## config.mk

```make
export PLATFORM = sky130hd
export DESIGN_NAME = lcd_update_scheduler
export DESIGN_NICKNAME = d
export VERILOG_FILES = /design/src/rtl/lcd_sched_pkg.sv /design/src/rtl/lcd_update_scheduler_rr_arbiter.sv /design/src/rtl/lcd_update_scheduler.sv
export SDC_FILE = /design/constraint.sdc
export NUM_CORES = 1
export LEC_CHECK = 0
export ABC_AREA = 1
export BUFFER_PORTS_ARGS = -buffer_cell sky130_fd_sc_hd__buf_4
export CORE_ASPECT_RATIO = 1.4
export CORE_MARGIN = 2
export CORE_UTILIZATION = 30
export CTS_CLUSTER_DIAMETER = 150
export DETAILED_ROUTE_END_ITERATION = 8
export SETUP_SLACK_MARGIN = 0.3
export SLEW_MARGIN = 25
export SYNTH_ARGS = -nofsm -noshare
export SYNTH_HDL_FRONTEND = slang
export SYNTH_SLANG_ARGS = --single-unit
```

## constraint.sdc

```tcl
create_clock -name clk -period 2 [get_ports clk]
set_clock_uncertainty 0.15 [all_clocks]
set_input_delay 0.1 -clock clk [delete_from_list [all_inputs] [get_ports clk]]
set_output_delay 0.1 -clock clk [all_outputs]
set_load 0.02 [all_outputs]
```

## src/rtl/lcd_sched_pkg.sv

```systemverilog
// lcd_sched_pkg: shared definitions for the LCD update scheduler.
//   state_t     - scheduler FSM encoding (IDLE, WAIT_DONE, HOLDOFF)
//   cnt_width() - bits needed for a counter that runs 0..n-1 (min 1)
//   DEF_*_W     - counter widths for the default parameter values
package lcd_sched_pkg;

  typedef enum logic [1:0] {
    IDLE      = 2'd0,
    WAIT_DONE = 2'd1,
    HOLDOFF   = 2'd2
  } state_t;

  function automatic int cnt_width(input int n);
    if (n <= 2) return 1;
    return $clog2(n);
  endfunction

  localparam int DEF_NUM_REQ        = 4;
  localparam int DEF_HOLDOFF_CYCLES = 16;
  localparam int DEF_REFRESH_PERIOD = 50_000_000;
  localparam int DEF_TIMEOUT_CYCLES = 100_000;

  localparam int DEF_SEL_W     = $clog2(DEF_NUM_REQ);
  localparam int DEF_HOLDOFF_W = cnt_width(DEF_HOLDOFF_CYCLES);
  localparam int DEF_REFRESH_W = cnt_width(DEF_REFRESH_PERIOD);
  localparam int DEF_TIMEOUT_W = cnt_width(DEF_TIMEOUT_CYCLES);

endpackage

```

## src/rtl/lcd_update_scheduler_rr_arbiter.sv

```systemverilog
// rr_arbiter: combinational round-robin pick over a request vector.
//   req       - request bits, one per requester
//   ptr       - index holding highest priority; priority falls ptr, ptr+1, ...
//   gnt_valid - at least one request is set
//   gnt_idx   - chosen requester (0 when gnt_valid is low)
module rr_arbiter
  import lcd_sched_pkg::*;
#(
  parameter int NUM_REQ = DEF_NUM_REQ,
  localparam int SEL_W  = $clog2(NUM_REQ)
) (
  input  logic [NUM_REQ-1:0] req,
  input  logic [SEL_W-1:0]   ptr,
  output logic               gnt_valid,
  output logic [SEL_W-1:0]   gnt_idx
);

  int               pos;
  logic [SEL_W-1:0] idx;

  always_comb begin
    gnt_valid = 1'b0;
    gnt_idx   = '0;
    pos       = 0;
    idx       = '0;
    for (int i = 0; i < NUM_REQ; i++) begin
      // Walk from ptr upward with wrap; first set bit wins.
      pos = int'(ptr) + i;
      if (pos >= NUM_REQ) pos = pos - NUM_REQ;
      idx = SEL_W'(pos);
      if (!gnt_valid && req[idx]) begin
        gnt_valid = 1'b1;
        gnt_idx   = idx;
      end
    end
  end

endmodule

```

## src/rtl/lcd_update_scheduler.sv

```systemverilog
// lcd_update_scheduler: latches change pulses as pending redraw requests and
// issues them one at a time, round-robin, to the LCD write engine.
//   clk, reset   - clock; asynchronous active-high reset
//   change       - one-cycle request pulses, one bit per requester
//   lcd_busy     - engine cannot accept a start this cycle
//   lcd_done     - one-cycle completion pulse from the engine
//   lcd_start    - one-cycle grant pulse; lcd_sel names the requester
//   pending      - latched, not yet granted requests
//   full_refresh - one-cycle pulse when the refresh timer forces all requests
//   err          - sticky: engine failed to return done in time
//   state        - current FSM state, for observation
//
// Handshake: a start is issued only from IDLE with lcd_busy low; lcd_start is
// high for exactly the first WAIT_DONE cycle and lcd_sel is stable from then
// until the next start. lcd_done is honoured only in WAIT_DONE (including the
// cycle lcd_start is high); done beats a simultaneous timeout.
module lcd_update_scheduler
  import lcd_sched_pkg::*;
#(
  parameter int NUM_REQ        = DEF_NUM_REQ,
  parameter int HOLDOFF_CYCLES = DEF_HOLDOFF_CYCLES,
  parameter int REFRESH_PERIOD = DEF_REFRESH_PERIOD,
  parameter int TIMEOUT_CYCLES = DEF_TIMEOUT_CYCLES,
  localparam int SEL_W         = $clog2(NUM_REQ)
) (
  input  logic               clk,
  input  logic               reset,
  input  logic [NUM_REQ-1:0] change,
  input  logic               lcd_busy,
  input  logic               lcd_done,
  output logic               lcd_start,
  output logic [SEL_W-1:0]   lcd_sel,
  output logic [NUM_REQ-1:0] pending,
  output logic               full_refresh,
  output logic               err,
  output state_t             state
);

  localparam int RW = cnt_width(REFRESH_PERIOD);
  localparam int TW = cnt_width(TIMEOUT_CYCLES);
  localparam int HW = cnt_width(HOLDOFF_CYCLES);

  localparam bit REF_EN = (REFRESH_PERIOD > 0);
  localparam bit HO_EN  = (HOLDOFF_CYCLES > 0);

  localparam logic [RW-1:0]    REF_LAST = RW'(REF_EN ? REFRESH_PERIOD - 1 : 0);
  localparam logic [TW-1:0]    TO_LAST  = TW'((TIMEOUT_CYCLES > 0) ? TIMEOUT_CYCLES - 1 : 0);
  localparam logic [HW-1:0]    HO_LAST  = HW'(HO_EN ? HOLDOFF_CYCLES - 1 : 0);
  localparam logic [SEL_W-1:0] SEL_LAST = SEL_W'(NUM_REQ - 1);

  state_t             state_next;
  logic [RW-1:0]      refresh_cnt;
  logic [TW-1:0]      to_cnt;
  logic [HW-1:0]      ho_cnt;
  logic [SEL_W-1:0]   ptr;
  logic               gnt_valid;
  logic [SEL_W-1:0]   gnt_idx;
  logic               grant;
  logic               done_hit;
  logic               timeout_hit;
  logic               holdoff_end;
  logic               refresh_fire;
  logic [NUM_REQ-1:0] clr_mask;

  rr_arbiter #(.NUM_REQ(NUM_REQ)) u_arb (
    .req       (pending),
    .ptr       (ptr),
    .gnt_valid (gnt_valid),
    .gnt_idx   (gnt_idx)
  );

  // State register
  always_ff @(posedge clk or posedge reset) begin
    if (reset) state <= IDLE;
    else       state <= state_next;
  end

  // Next-state logic
  always_comb begin
    state_next = state;
    case (state)
      IDLE:      if (grant) state_next = WAIT_DONE;
      WAIT_DONE: if (done_hit || timeout_hit) state_next = HO_EN ? HOLDOFF : IDLE;
      HOLDOFF:   if (holdoff_end) state_next = IDLE;
      default:   state_next = IDLE;
    endcase
  end

  // FSM-derived controls
  always_comb begin
    grant        = (state == IDLE) && gnt_valid && !lcd_busy;
    done_hit     = (state == WAIT_DONE) && lcd_done;
    timeout_hit  = (state == WAIT_DONE) && !lcd_done && (to_cnt == TO_LAST);
    holdoff_end  = (state == HOLDOFF) && (ho_cnt == HO_LAST);
    refresh_fire = REF_EN && (refresh_cnt == REF_LAST);
    clr_mask     = grant ? (NUM_REQ'(1) << gnt_idx) : '0;
  end

  // Counters: timeout and holdoff restart on every entry to their state.
  always_ff @(posedge clk or posedge reset) begin
    if (reset) begin
      refresh_cnt <= '0;
      to_cnt      <= '0;
      ho_cnt      <= '0;
    end else begin
      if (!REF_EN || refresh_fire) refresh_cnt <= '0;
      else                         refresh_cnt <= refresh_cnt + 1'b1;

      if (state == WAIT_DONE && state_next == WAIT_DONE) to_cnt <= to_cnt + 1'b1;
      else                                               to_cnt <= '0;

      if (state == HOLDOFF && state_next == HOLDOFF) ho_cnt <= ho_cnt + 1'b1;
      else                                           ho_cnt <= '0;
    end
  end

  // Pending, pointer and registered outputs. Sets are ORed after the grant
  // clear so a change pulse on the grant edge re-queues the same requester.
  always_ff @(posedge clk or posedge reset) begin
    if (reset) begin
      pending      <= '0;
      ptr          <= '0;
      lcd_start    <= 1'b0;
      lcd_sel      <= '0;
      full_refresh <= 1'b0;
      err          <= 1'b0;
    end else begin
      pending      <= (pending & ~clr_mask) | change | {NUM_REQ{refresh_fire}};
      lcd_start    <= grant;
      full_refresh <= refresh_fire;
      err          <= err | timeout_hit;
      if (grant) begin
        lcd_sel <= gnt_idx;
        ptr     <= (gnt_idx == SEL_LAST) ? '0 : gnt_idx + 1'b1;
      end
    end
  end

endmodule

```

## Word-level counts from Yosys, hierarchy flattened

Index checks and enable logic that the tools add are counted.
Widths: inputs -> output; s select.

- Shift-type cells: 1
- Bitwise gates (word level): 5
- Add/sub/neg operators: 11
- Muxes and demuxes: 29
- Equal/unequal tests: 8
- Reduce and logical (&&, ||, !) cells: 18
- $lt $le $gt $ge: 8

Operators by type and width:

| cell | count |
|---|---|
| $add 26x1->26 const B | 1 |
| $eq 26x26->1 const B | 1 |
| $mux 26 | 1 |
| $mux 2 | 12 |
| $add 17x1->17 const B | 1 |
| $eq 17x17->1 const B | 1 |
| $mux 17 | 1 |
| $lt 2x3->1 const B | 4 |
| $logic_and 1x1->1 | 11 |
| $ge 3x3->1 const B | 3 |
| $bmux 1 s2 | 4 |
| $mux 1 | 8 |
| $mux 4 | 2 |
| $or 4x4->4 | 2 |
| $sub 2x1->2 const B | 4 |
| $add 2x2->3 const B | 2 |
| $eq 2x2->1 const B | 3 |
| $pmux 2 s3 | 1 |
| $logic_not 1->1 | 5 |
| $add 4x1->4 const B | 1 |
| $and 4x4->4 | 1 |
| $eq 2x1->1 const B | 2 |
| $eq 4x4->1 const B | 1 |
| $not 4->4 | 1 |
| other kinds (7) | 7 |

- Register bits: 60
- Output and inout port bits: 11
- Word-level logic and storage cells: 90

## Logic depth before layout (Yosys ltp)

Gate-level depths: netlist of run 1.

- Word-level depth: 21
- Gate-level depth with buffers: 14
- Depth with buffers taken out: 14

## By module

From an unflattened synthesis of run 1, not the netlist that was laid out.

- Cell total of the unflattened synthesis: 476
- Area total of the unflattened synthesis: 3,698.5 um^2

By module, submodules not included:

| module | instances | cells each | seq. area each (um^2) | area an instance (um^2) |
|---|---|---|---|---|
| lcd_update_scheduler | 1 | 417 | 1,501.4 | 3,379.5 |
| rr_arbiter | 1 | 59 | 0.0 | 319.1 |

## Worst setup path before layout of run 1

Ideal clock, no wire load.

- Path type: register to register
- Start: register pending[0]
- End: register ptr[1]
- Slack: 0.121 ns
- Data arrival time: 1.608 ns
- Required time: 1.729 ns
- Cell stages (with the launch flop): 12
- Path through: dfrtp_1 -> inv_1 -> nand2_1 -> nand3_1 -> nand2_2 -> nor2_4 -> nand3_2 -> nand3_1 -> inv_1 -> ha_1 -> nand2_1 -> o21ai_1

- Longest elaborated chain between the ends: 14

Ends and longest elaborated chain:

| item | line | source |
|---|---|---|
| start, declared | lcd_update_scheduler.sv:33 | `output logic [NUM_REQ-1:0] pending,` |
| start signal, assigned | lcd_update_scheduler.sv:128 | `pending <= (pending & ~clr_mask) \| change \| {NUM_REQ{refresh_fire}};` |
| $bmux 1 s2 | lcd_update_scheduler_rr_arbiter.sv:31 | `if (!gnt_valid && req[idx]) begin` |
| $mux 1 (not written as such) | lcd_update_scheduler_rr_arbiter.sv:31 |  |
| $mux 1 | lcd_update_scheduler_rr_arbiter.sv:31 |  |
| $logic_not 1->1 | lcd_update_scheduler_rr_arbiter.sv:31 |  |
| $logic_and 1x1->1 | lcd_update_scheduler_rr_arbiter.sv:31 |  |
| $mux 1 | lcd_update_scheduler_rr_arbiter.sv:31 |  |
| $logic_not 1->1 | lcd_update_scheduler_rr_arbiter.sv:31 |  |
| $logic_and 1x1->1 | lcd_update_scheduler_rr_arbiter.sv:31 |  |
| $mux 1 | lcd_update_scheduler_rr_arbiter.sv:31 |  |
| $logic_not 1->1 | lcd_update_scheduler_rr_arbiter.sv:31 |  |
| $logic_and 1x1->1 | lcd_update_scheduler_rr_arbiter.sv:31 |  |
| $mux 2 * | lcd_update_scheduler_rr_arbiter.sv:31 |  |
| via gnt_idx[0] | lcd_update_scheduler.sv:57 | `logic [SEL_W-1:0] gnt_idx;` |
| $add 2x1->2 / $eq 2x2->1 (equally long branches) | lcd_update_scheduler.sv:134 | `ptr <= (gnt_idx == SEL_LAST) ? '0 : gnt_idx + 1'b1;` |
| $mux 2 * | lcd_update_scheduler.sv:134 |  |
| end signal, assigned | lcd_update_scheduler.sv:134 |  |
| end, declared | lcd_update_scheduler.sv:55 | `logic [SEL_W-1:0] ptr;` |

The timed path passes the listed nets; every way through them passes the cells marked *. The select of a mux whose other input is x is not followed.
A chain may end at the register's enable or synchronous reset.

## Worst setup path after layout of run 1

- Start: register ptr[0]
- End: register pending[0]

- Longest elaborated chain between the ends: 21

Ends and longest elaborated chain:

| item | line | source |
|---|---|---|
| parallel branches: the longest is 16 deep, another holds $add 2x1->3 | - |  |
| $mux 4 * | lcd_update_scheduler.sv:96 | `clr_mask = grant ? (NUM_REQ'(1) << gnt_idx) : '0;` |
| $not 4->4 * | lcd_update_scheduler.sv:128 |  |
| $and 4x4->4 * | lcd_update_scheduler.sv:128 |  |
| $or 4x4->4 * (2 in a row) | lcd_update_scheduler.sv:128 |  |

Every way passes the cells marked *. The select of a mux whose other input is x is not followed.

==> results of run 1 <==
## layout make-up
class	count	share of cell area (%)
inverter	75	5.95
sequential	60	30.2
clock buffer	11	4.85
multi-input combinational	309	42.3
clock inverter	5	0.550
timing repair buffer	70	12.6
tap	144	3.60
## synth_stat cells, types with 2 or more instances
| library cell | instances |
|---|---|
| xor2_1 | 19 |
| xnor2_1 | 2 |
| nand2_1 | 103 |
| nor3_1 | 23 |
| inv_2 | 2 |
| o21ai_0 | 9 |
| nand3_1 | 36 |
| dfrtp_1 | 60 |
| nor4_1 | 3 |
| ha_1 | 7 |
| nor2_4 | 4 |
| nor3_2 | 4 |
| a31oi_1 | 4 |
| nor2_2 | 3 |
| nand4_1 | 8 |
| buf_6 | 2 |
| nor2_1 | 55 |
| nand3_2 | 4 |
| inv_1 | 72 |
| nand2_2 | 8 |
| a21oi_1 | 7 |
| nor3_4 | 2 |
## metal layers
metal | track usage, % | up-vias
met5 | 0 | -
met1 | 15.2 | 1569
li1 | - | 1567
met3 | 2.12 | 30
met2 | 26.4 | 63
met4 | 6.99 | 0
## flip-flops by register name, indices dropped and copies added (netlist names)
name / cells
full_refresh: 1
err: 1
ptr: 2
lcd_start: 1
refresh_cnt: 26
pending: 4
lcd_sel: 2
ho_cnt: 4
state: 2
to_cnt: 17
## report_power, final
group,internal (mW),switching [mW],leakage [nW]
registers,1.34,0.148,0.779
clock network,0.861,0.521,0.135
logic,1.10,1.35,1.44
## worst max-delay path by stage
stage,startpoint,to
after floorplan,ptr[0],ptr[1]
after global placement,ptr[0],pending[1]
after detailed placement,ptr[0],pending[1]
after CTS,ptr[0],pending[3]
after global routing,ptr[0],pending[3]
final,ptr[0],pending[0]
## worst max-delay path, stage by stage (launching register included)
cell and delay [ns]:
dfrtp_2 0.47, buf_6 0.15, nand2_2 0.06, nand2_2 0.07, nand2_2 0.08, nand2_2 0.07
nor2_4 0.13, nand4_1 0.20, nand2_2 0.21, buf_6 0.12, ha_4 0.11, inv_2 0.03
o21ai_2 0.10, nand2_1 0.05
## through the flow
stage	TNS (ns)	util, %	setup slack (ns)	power [mW]	area (sq um)
after floorplan	0	-	0.205	2.48	3490
after global placement	0	34.5	0.0260	2.87	3870
after detailed placement	-0.135	34.5	-0.0576	2.90	3870
after CTS	0	39.9	0.0237	4.75	4470
after global routing	-1.17	44.6	-0.266	5.61	5010
final	-0.546	44.6	-0.126	5.32	5010
## cell families (layout without fill, tap and decap cells)
kind of cell,Yosys count,in the layout
compound gates,23,23
xor+xnor,21,21
simple gates,258,258
buf+inv,77,161
fa+ha+maj,7,7
flops,60,60
## what timing repair did
item                                    4_1_cts  5_1_grt
endpoints found under the setup margin       42       45
hold buffers                                  6        0
endpoints found under the hold margin        65        0
buffers inserted                             18       15
gates resized for setup                      30      102
pin swaps                                    19       43
cloned                                        1        1
==> out/results.txt, run 1 <==
Run status = complete, but fails checks
Failing checks = setup timing
Top post-synthesis cells by area = dfrtp_1, nand2_1, inv_1
Vias in the first global route = 3153
Worst R2R End = pending[0]
Fillers = 1061
Worst Hold End = state[0]
Post-synth net total = 461
Yosys top cell by area = dfrtp_1
Max-cap violations = 0
Share of the yosys chip area belonging to registers = 43.7%
GRT overflow = 0
EDFF count, synth = 0
Footprint of the multi-input gates = 2120 sq um
Clock latency on the worst-skew pair = 0.33 ns
Initial DRC count = 127
Worst relative slew slack = 55.5%
Width of the chip = 94.4 microns
Worst Hold Class = input port to flop
I/O Pins = 19
Aggregate global-route resource usage = 14.1%
Clock-pin slew on the worst setup and hold paths = 0.05 ns
Slew @ Worst Pin = 0.662 ns
Yosys reg bits = 60
# DRC = 0
Initial Utilization = 30.6%
DR pass1 iterations = 4
Placed cells = 617
Storage cell area = 1510 sq um
Die Footprint = 12300 sq um
CTS H-tree depth = 3
Cells after Synth = 446
Initial antenna violation count = 0
Min Clock Period, post-route = 2.13 ns
Die Height = 131 microns
Crit path DAT = 2.18 ns
Ant. Diodes = 0
Crit. End Element = flop
Yosys cell types = 31
Setup WS post-layout = -0.126 ns
Average routed wire per standard cell = 13.5 microns
GPL Wtd Cong = 0.869
DR vias = 3229
Metal-1 WL = 3480 microns
Largest family of logic cells by synthesized area = simple AND/OR/NAND/NOR gates
Simple-gate area share of the yosys netlist = 35.8%
Setup Crit Path Kind = flop to flop
Most frequent cells in the layout = nand2_1, inv_1, buf_4
Row count = 46
Max Buffers Root-to-Sink = 2
Total core area = 11200 sq um
Routed wl met3 = 203 microns
Max layer used = met4
Worst EP required = 2.06 ns
Routed Wire Length = 9120 microns
XOR/XNOR share of the synthesized area = 5.36%
Root Driver = clkbuf_16
Cells on worst reg2reg path = 13
Syn avg cell area = 7.70 sq um
Synth Warn # = 0
Final ANT Viol Nets = 0
RSZ-0062 raised after global routing = true
Synth Flop Type = dfrtp_1
Share of layout cells above drive strength 1 = 39.4%
Mapped Area = 3430 sq um
Worst hold path startpoint = lcd_busy
CTS Buf Count = 9
Commonest non-fill, non-tap cell in the layout = nand2_1
Finished Layout Cells = 674
IO buf count = 18
F_max = 470 MHz
Synth async-reset ratio = 100%
Reg2Reg Setup Slack = -0.13 ns
Final setup vio count = 5
Routed met2 length = 5080 microns
Critical path startpoint category = flop
Hold Fails Final Rpt = 0
Largest net degree at the start of global routing = 23
Crit path max fanout = 6
HPWL Detailed = 5820 microns
Max Slew Vio Count = 0
Hold_ws = 0.0309 ns
Adder-Cell Fraction of Synth Area = 2.55%
Vias per cell = 4.79
Leakage power total = 2.36 nW
Pwr dens = 1060 nW/um^2
Layout Nets = 540
Total clock sinks = 60
Area growth syn-to-layout = 45.9%
Worst reg2reg path startpoint = ptr[0]
Peak supply drop = 0.419 mV
Tcrit/Tclk final = 106%
Synth top area share = 43.7%
First-pass GRT wire length = 13800 microns
Mux contribution to synthesized area = 0%
Synth Area in Compound Gates = 3.68%
Hold Crit Depth = 4
TritonCTS clock tree = yes
No activity file was read; power rests on OpenSTA's default activity.
==> run 2: changes to the inputs <==
--- a/config.mk
+++ b/config.mk
@@ -8,12 +8,13 @@
 export ABC_AREA = 1
 export BUFFER_PORTS_ARGS = -buffer_cell sky130_fd_sc_hd__buf_4
 export CORE_ASPECT_RATIO = 1.4
-export CORE_MARGIN = 2
 export CORE_UTILIZATION = 30
 export CTS_CLUSTER_DIAMETER = 150
 export DETAILED_ROUTE_END_ITERATION = 8
+export GPL_TIMING_DRIVEN = 0
 export SETUP_SLACK_MARGIN = 0.3
 export SLEW_MARGIN = 25
 export SYNTH_ARGS = -nofsm -noshare
 export SYNTH_HDL_FRONTEND = slang
+export SYNTH_HIERARCHICAL = 1
 export SYNTH_SLANG_ARGS = --single-unit
==> out/results.txt, run 2 <==
Run status = finished clean
Metal-1 WL = 3360 microns
Vias in the first global route = 2985
WP buf/inv = 2
Routed met2 length = 4180 microns
CTS H-tree depth = 3
Worst Hold Class = input port to async pin
Most instantiated library cell after synthesis = nand2_1
Synth Flop Type = dfrtp_1
Slowest stage delay, CP = 0.44 ns
CTS Buf Count = 9
CP delay by family, top = simple AND/OR/NAND/NOR gates
GPL Wtd Cong = 0.840
Mapped Area = 3700 sq um
IO buf count = 18
Largest net degree at the start of global routing = 31
CP most frequent cell = nand2_2
Cells after Synth = 476
RSZ-0062 raised after global routing = true
Root Driver = clkbuf_16
Average routed wire per standard cell = 11.5 microns
Crit path cell chain = buf_6, nand2_2, nand2_2, nand2_2, nand2_2, nor2_4, nand3_2, nand2_2, nand2_2, inv_2, ha_1, nand2_1, a21oi_2, nand2_1
Most frequent cells in the layout = nand2_1, nor2_1, dfrtp_1
DR vias = 3079
Final ANT Viol Nets = 0
Clock latency on the worst-skew pair = 0.32 ns
Yosys reg bits = 60
Max Buffers Root-to-Sink = 2
Die Footprint = 12800 sq um
Synth async-reset ratio = 100%
Max-cap violations = 0
Share of layout cells above drive strength 1 = 29.8%
GRT overflow = 0
HPWL Detailed = 5850 microns
Top post-synthesis cells by area = dfrtp_1, nand2_1, nor2_1
# DRC = 0
Worst relative slew slack = 73.7%
Min Clock Period, post-route = 1.96 ns
Area growth syn-to-layout = 26.8%
Tot Pwr = 4.70 mW
Total clock sinks = 60
Pwr dens = 1000 nW/um^2
Final setup vio count = 0
Width of the chip = 95.8 microns
Flip-flop count of the largest register after layout = 26
TritonCTS clock tree = yes
F_max = 511 MHz
Row count = 47
First-pass GRT wire length = 13400 microns
Share of the yosys chip area belonging to registers = 40.6%
Leakage power total = 2.08 nW
Die Height = 133 microns
Yosys top cell by area = dfrtp_1
Post-synth net total = 491
DP Area = 4120 sq um
Crit. End Element = flop
Fillers = 1180
Setup Crit Path Kind = flop to flop
Max layer used = met4
Yosys cell types = 33
Worst EP required = 2.06 ns
Tcrit/Tclk final = 97.9%
Critical path startpoint category = flop
Initial antenna violation count = 0
Clock-pin slew on the worst setup and hold paths = 0.05 ns
Syn avg cell area = 7.77 sq um
Synth Warn # = 6
Layout Nets = 544
Synth top area share = 40.6%
CP max-delay cell = dfrtp_2
Vias per cell = 4.53
Crit path DAT = 2.02 ns
Largest regs = refresh_cnt: 26 flops, to_cnt: 17 flops
Hold Fails Final Rpt = 0
Peak supply drop = 0.363 mV
Initial DRC count = 140
Ant. Diodes = 0
Routed Wire Length = 7820 microns
Routed wl met3 = 141 microns
Largest reg by FF count = refresh_cnt
I/O Pins = 19
Crit path max fanout = 5
Total core area = 11900 sq um
Aggregate global-route resource usage = 13.4%
EDFF count, synth = 0
Post-route design area = 4690 sq um
Slew @ Worst Pin = 0.394 ns
DR pass1 iterations = 4
Commonest cells in the netlist = nand2_1, nor2_1, dfrtp_1
Initial Utilization = 31.0%
Commonest non-fill, non-tap cell in the layout = nand2_1
Max Slew Vio Count = 0
==> run 2: changes by cell type in the layout (fill, tap and decap cells not counted), moves of 5 or more <==
| cell | previous run | this run |
|---|---|---|
| nor3_2 | 10 | 4 |
| inv_1 | 55 | 43 |
| nor3_1 | 10 | 4 |
| nor2_2 | 8 | 26 |
| nor3_4 | 9 | 1 |
| buf_4 | 52 | 30 |
| nand2_1 | 86 | 129 |
| nor2_4 | 14 | 9 |
| nor2_1 | 40 | 63 |
| inv_2 | 14 | 5 |
| buf_6 | 8 | 2 |
| nand3_2 | 15 | 9 |
==> run 2: kinds of logic after synthesis <==
family                   share of synthesized area [%]
XOR/XNOR                                          5.21
AND/OR/NAND/NOR                                   42.3
AO/OA/AOI/OAI                                     2.71
buffers and inverters                             6.80
flip-flops                                        40.6
adder cells (fa/ha/maj)                           2.37
==> run 2: metal layers <==
metal / up-vias / GRT usage, %
met5: - / 0
met4: 0 / 6.22
met3: 10 / 1.94
met2: 38 / 24.3
met1: 1440 / 15.0
li1: 1591 / -
==> run 2: metrics by stage <==
step           hold slack, ns  std cells  worst slack (ns)  utilization [%]  setup TNS, ns
6_report                0.184        680            0.0419             39.3              0
5_1_grt                 0.250        680            -0.104             39.3         -0.439
4_1_cts                 0.194        674            0.0390             38.6              0
3_5_place_dp          -0.0207        643           -0.0415             34.5         -0.116
3_3_place_gp            0.143        641           0.00163             34.1              0
2_1_floorplan          0.0448        476             0.246                -              0
==> run 2: worst paths after layout <==
kind                         from    endpoint  slack (ns)  depth (start not counted)
max                        ptr[0]  pending[3]        0.04                         14
min                         reset  to_cnt[10]        0.18                          3
max reg2reg                ptr[0]  pending[3]        0.04                         14
min reg2reg                   err         err        0.31                          2
max in group asynchronous   reset  pending[1]        1.04                          4
min in group clk              err         err        0.31                          2
==> run 2: final cells by class <==
| type | count | area, sq um | area share, % |
|---|---|---|---|
| clock buffers | 14 | 274 | 5.84 |
| clock inverters | 1 | 30.0 | 0.641 |
| plain buffers | 3 | 51.3 | 1.09 |
| flip-flops and latches | 60 | 1510 | 32.2 |
| well taps | 147 | 184 | 3.92 |
| multi-input cells | 360 | 2050 | 43.6 |
| inverters | 53 | 213 | 4.54 |
| repair buffers | 42 | 379 | 8.09 |
==> run 2: what timing repair did <==
action                     4_1_cts  5_1_grt
gates cloned                     1        0
pin swaps                        3        2
buffers inserted                 8        6
setup endpoints to repair       33       36
resized for setup               15        9
hold endpoints to repair        67        0
hold buffers                     7        0
==> run 2: report_power, final <==
group	switching [mW]	internal, mW	leakage (nW)
Clock	0.490	1.06	0.149
Combinational	0.971	0.715	1.15
Sequential	0.127	1.33	0.781
Total	1.59	3.11	2.08
==> run 2: worst reg2reg max path, delay by kind of cell, from the launching register on <==
kind / cells / cell delay, ns
compound gates: 1 / 0.13
fa+ha+maj: 1 / 0.15
buf+inv: 2 / 0.24
flops: 1 / 0.44
simple gates: 10 / 0.74
==> run 3: changes to the inputs <==
--- a/config.mk
+++ b/config.mk
@@ -8,10 +8,11 @@
 export ABC_AREA = 1
 export BUFFER_PORTS_ARGS = -buffer_cell sky130_fd_sc_hd__buf_4
 export CORE_ASPECT_RATIO = 1.4
-export CORE_UTILIZATION = 30
+export CORE_UTILIZATION = 56
 export CTS_CLUSTER_DIAMETER = 150
 export DETAILED_ROUTE_END_ITERATION = 8
 export GPL_TIMING_DRIVEN = 0
+export PLACE_DENSITY = 0.77
 export SETUP_SLACK_MARGIN = 0.3
 export SLEW_MARGIN = 25
 export SYNTH_ARGS = -nofsm -noshare
==> out/results.txt, run 3 (synthesized netlist as in run 2, its figures left out) <==
Final ANT Viol Nets = 0
Root Driver = clkbuf_8
Peak supply drop = 0.452 mV
Post-route design area = 4370 sq um
Slowest stage delay, CP = 0.45 ns
Largest reg by FF count = refresh_cnt
Crit path cell chain = buf_8, nand2_2, nand2_2, nand2_2, nand2_2, nor2_4, nand3_2, nand2_1, nand2_1, inv_2, ha_1, nand2_1, a21oi_1, nand2_1
DP Area = 4030 sq um
Failing checks = DRC
Fillers = 498
Clock-pin slew on the worst setup and hold paths = 0.07 ns
CP max-delay cell = dfrtp_2
GR met1 Demand/Resource = 27.9%
Routed Wire Length = 7850 microns
Crit path max fanout = 9
Max Slew Vio Count = 0
Total core area = 6300 sq um
HPWL Detailed = 5670 microns
First-pass GRT wire length = 13500 microns
Critical path startpoint category = flop
Most frequent cells in the layout = nand2_1, nor2_1, dfrtp_1
Crit path DAT = 2.03 ns
Flip-flop count of the largest register after layout = 26
Row count = 34
Initial DRC count = 113
# DRC = 6
Tot Pwr = 3.92 mW
Worst Hold Class = input port to async pin
Die Height = 98.2 microns
Crit path from = ptr[0]
Commonest non-fill, non-tap cell in the layout = nand2_1
Setup Crit Path Kind = flop to flop
Vias per cell = 5.19
Cells on worst reg2reg path = 14
Final setup vio count = 0
Met2 GRT Util = 44.3%
Setup WS post-layout = 0.0506 ns
WP buf/inv = 2
Pwr dens = 897 nW/um^2
Area growth syn-to-layout = 18.1%
Aggregate global-route resource usage = 24.9%
Slew @ Worst Pin = 0.390 ns
Final core utilization = 69.4%
Hold_ws = 0.122 ns
CP delay by family, top = simple AND/OR/NAND/NOR gates
Vias in the first global route = 3070
Met3 Track Usage GR = 4.64%
Worst EP required = 2.08 ns
GRT overflow = 0
Largest regs = refresh_cnt: 26 flops, to_cnt: 17 flops
Worst relative slew slack = 74.0%
Tcrit/Tclk final = 97.5%
GPL Wtd Cong = 0.939
Finished Layout Cells = 600
CTS H-tree depth = 3
Initial Utilization = 58.7%
Dpl ws = 0.0490 ns
Worst reg2reg path startpoint = ptr[0]
Placed cells = 568
Worst R2R End = pending[3]
Clock latency on the worst-skew pair = 0.34 ns
F_max = 513 MHz
TritonCTS clock tree = yes
Average routed wire per standard cell = 13.1 microns
Run status = complete, but fails checks
GRT busiest layer = met2
Total clock sinks = 60
Hold Fails Final Rpt = 0
Crit. End Element = flop
DR vias = 3112
IO buf count = 18
Setup_tns = 0 ns
Initial antenna violation count = 0
I/O Pins = 19
Reg2Reg Setup Slack = 0.05 ns
Ant. Diodes = 0
Min Clock Period, post-route = 1.95 ns
Largest net degree at the start of global routing = 29
Leakage power total = 1.98 nW
Max Buffers Root-to-Sink = 2
CTS Buf Count = 9
Layout Nets = 538
RSZ-0062 raised after global routing = true
Share of layout cells above drive strength 1 = 27.1%
DR pass1 iterations = 6
Width of the chip = 70.7 microns
Max-cap violations = 0
Die Footprint = 6940 sq um
==> run 3: cell count changes in the layout (fill, tap and decap cells not counted), sizes merged <==
cell / change
bufinv: -1
clkbuf: -1
inv: -1
clkinv: +4
buf: -6
==> run 3: where the power goes <==
part	switching [mW]	total (mW)	internal, mW
Sequential	0.117	1.45	1.33
Clock	0.459	0.904	0.445
Combinational	0.936	1.57	0.631
==> run 3: timing repair <==
item	4_1_cts	5_1_grt
setup endpoints to repair	30	34
hold buffers	7	0
pin swaps	2	3
endpoints found under the hold margin	48	0
resized for setup	8	7
buffers inserted	8	1
==> run 3: per-layer routing <==
layer	routed length, microns	vias up
li1	-	1583
met1	3170	1445
met2	4190	54
met3	197	30
met4	295	0
met5	0	-
==> run 3: worst max-delay path by stage <==
stage / cells after the start / endpoint
finish: 14 / pending[3]
global route: 14 / pending[3]
CTS: 14 / pending[3]
detailed placement: 13 / pending[3]
global placement: 13 / pending[1]
floorplan: 13 / ptr[0]
==> run 3: final cells by class <==
class | count | area, sq um | share of cell area [%]
clock buffers | 13 | 139 | 3.18
well taps | 72 | 90.1 | 2.06
flip-flops and latches | 60 | 1510 | 34.6
inverters | 53 | 214 | 4.90
multi-input cells | 360 | 2020 | 46.3
repair buffers | 36 | 320 | 7.34
plain buffers | 3 | 55.1 | 1.26
clock inverters | 3 | 15.0 | 0.344
==> run 3: worst min-delay path, stage by stage <==
cell and delay, ns:
dlygate4sd3_1 0.53, buf_4 0.14, clkinvlp_4 0.22
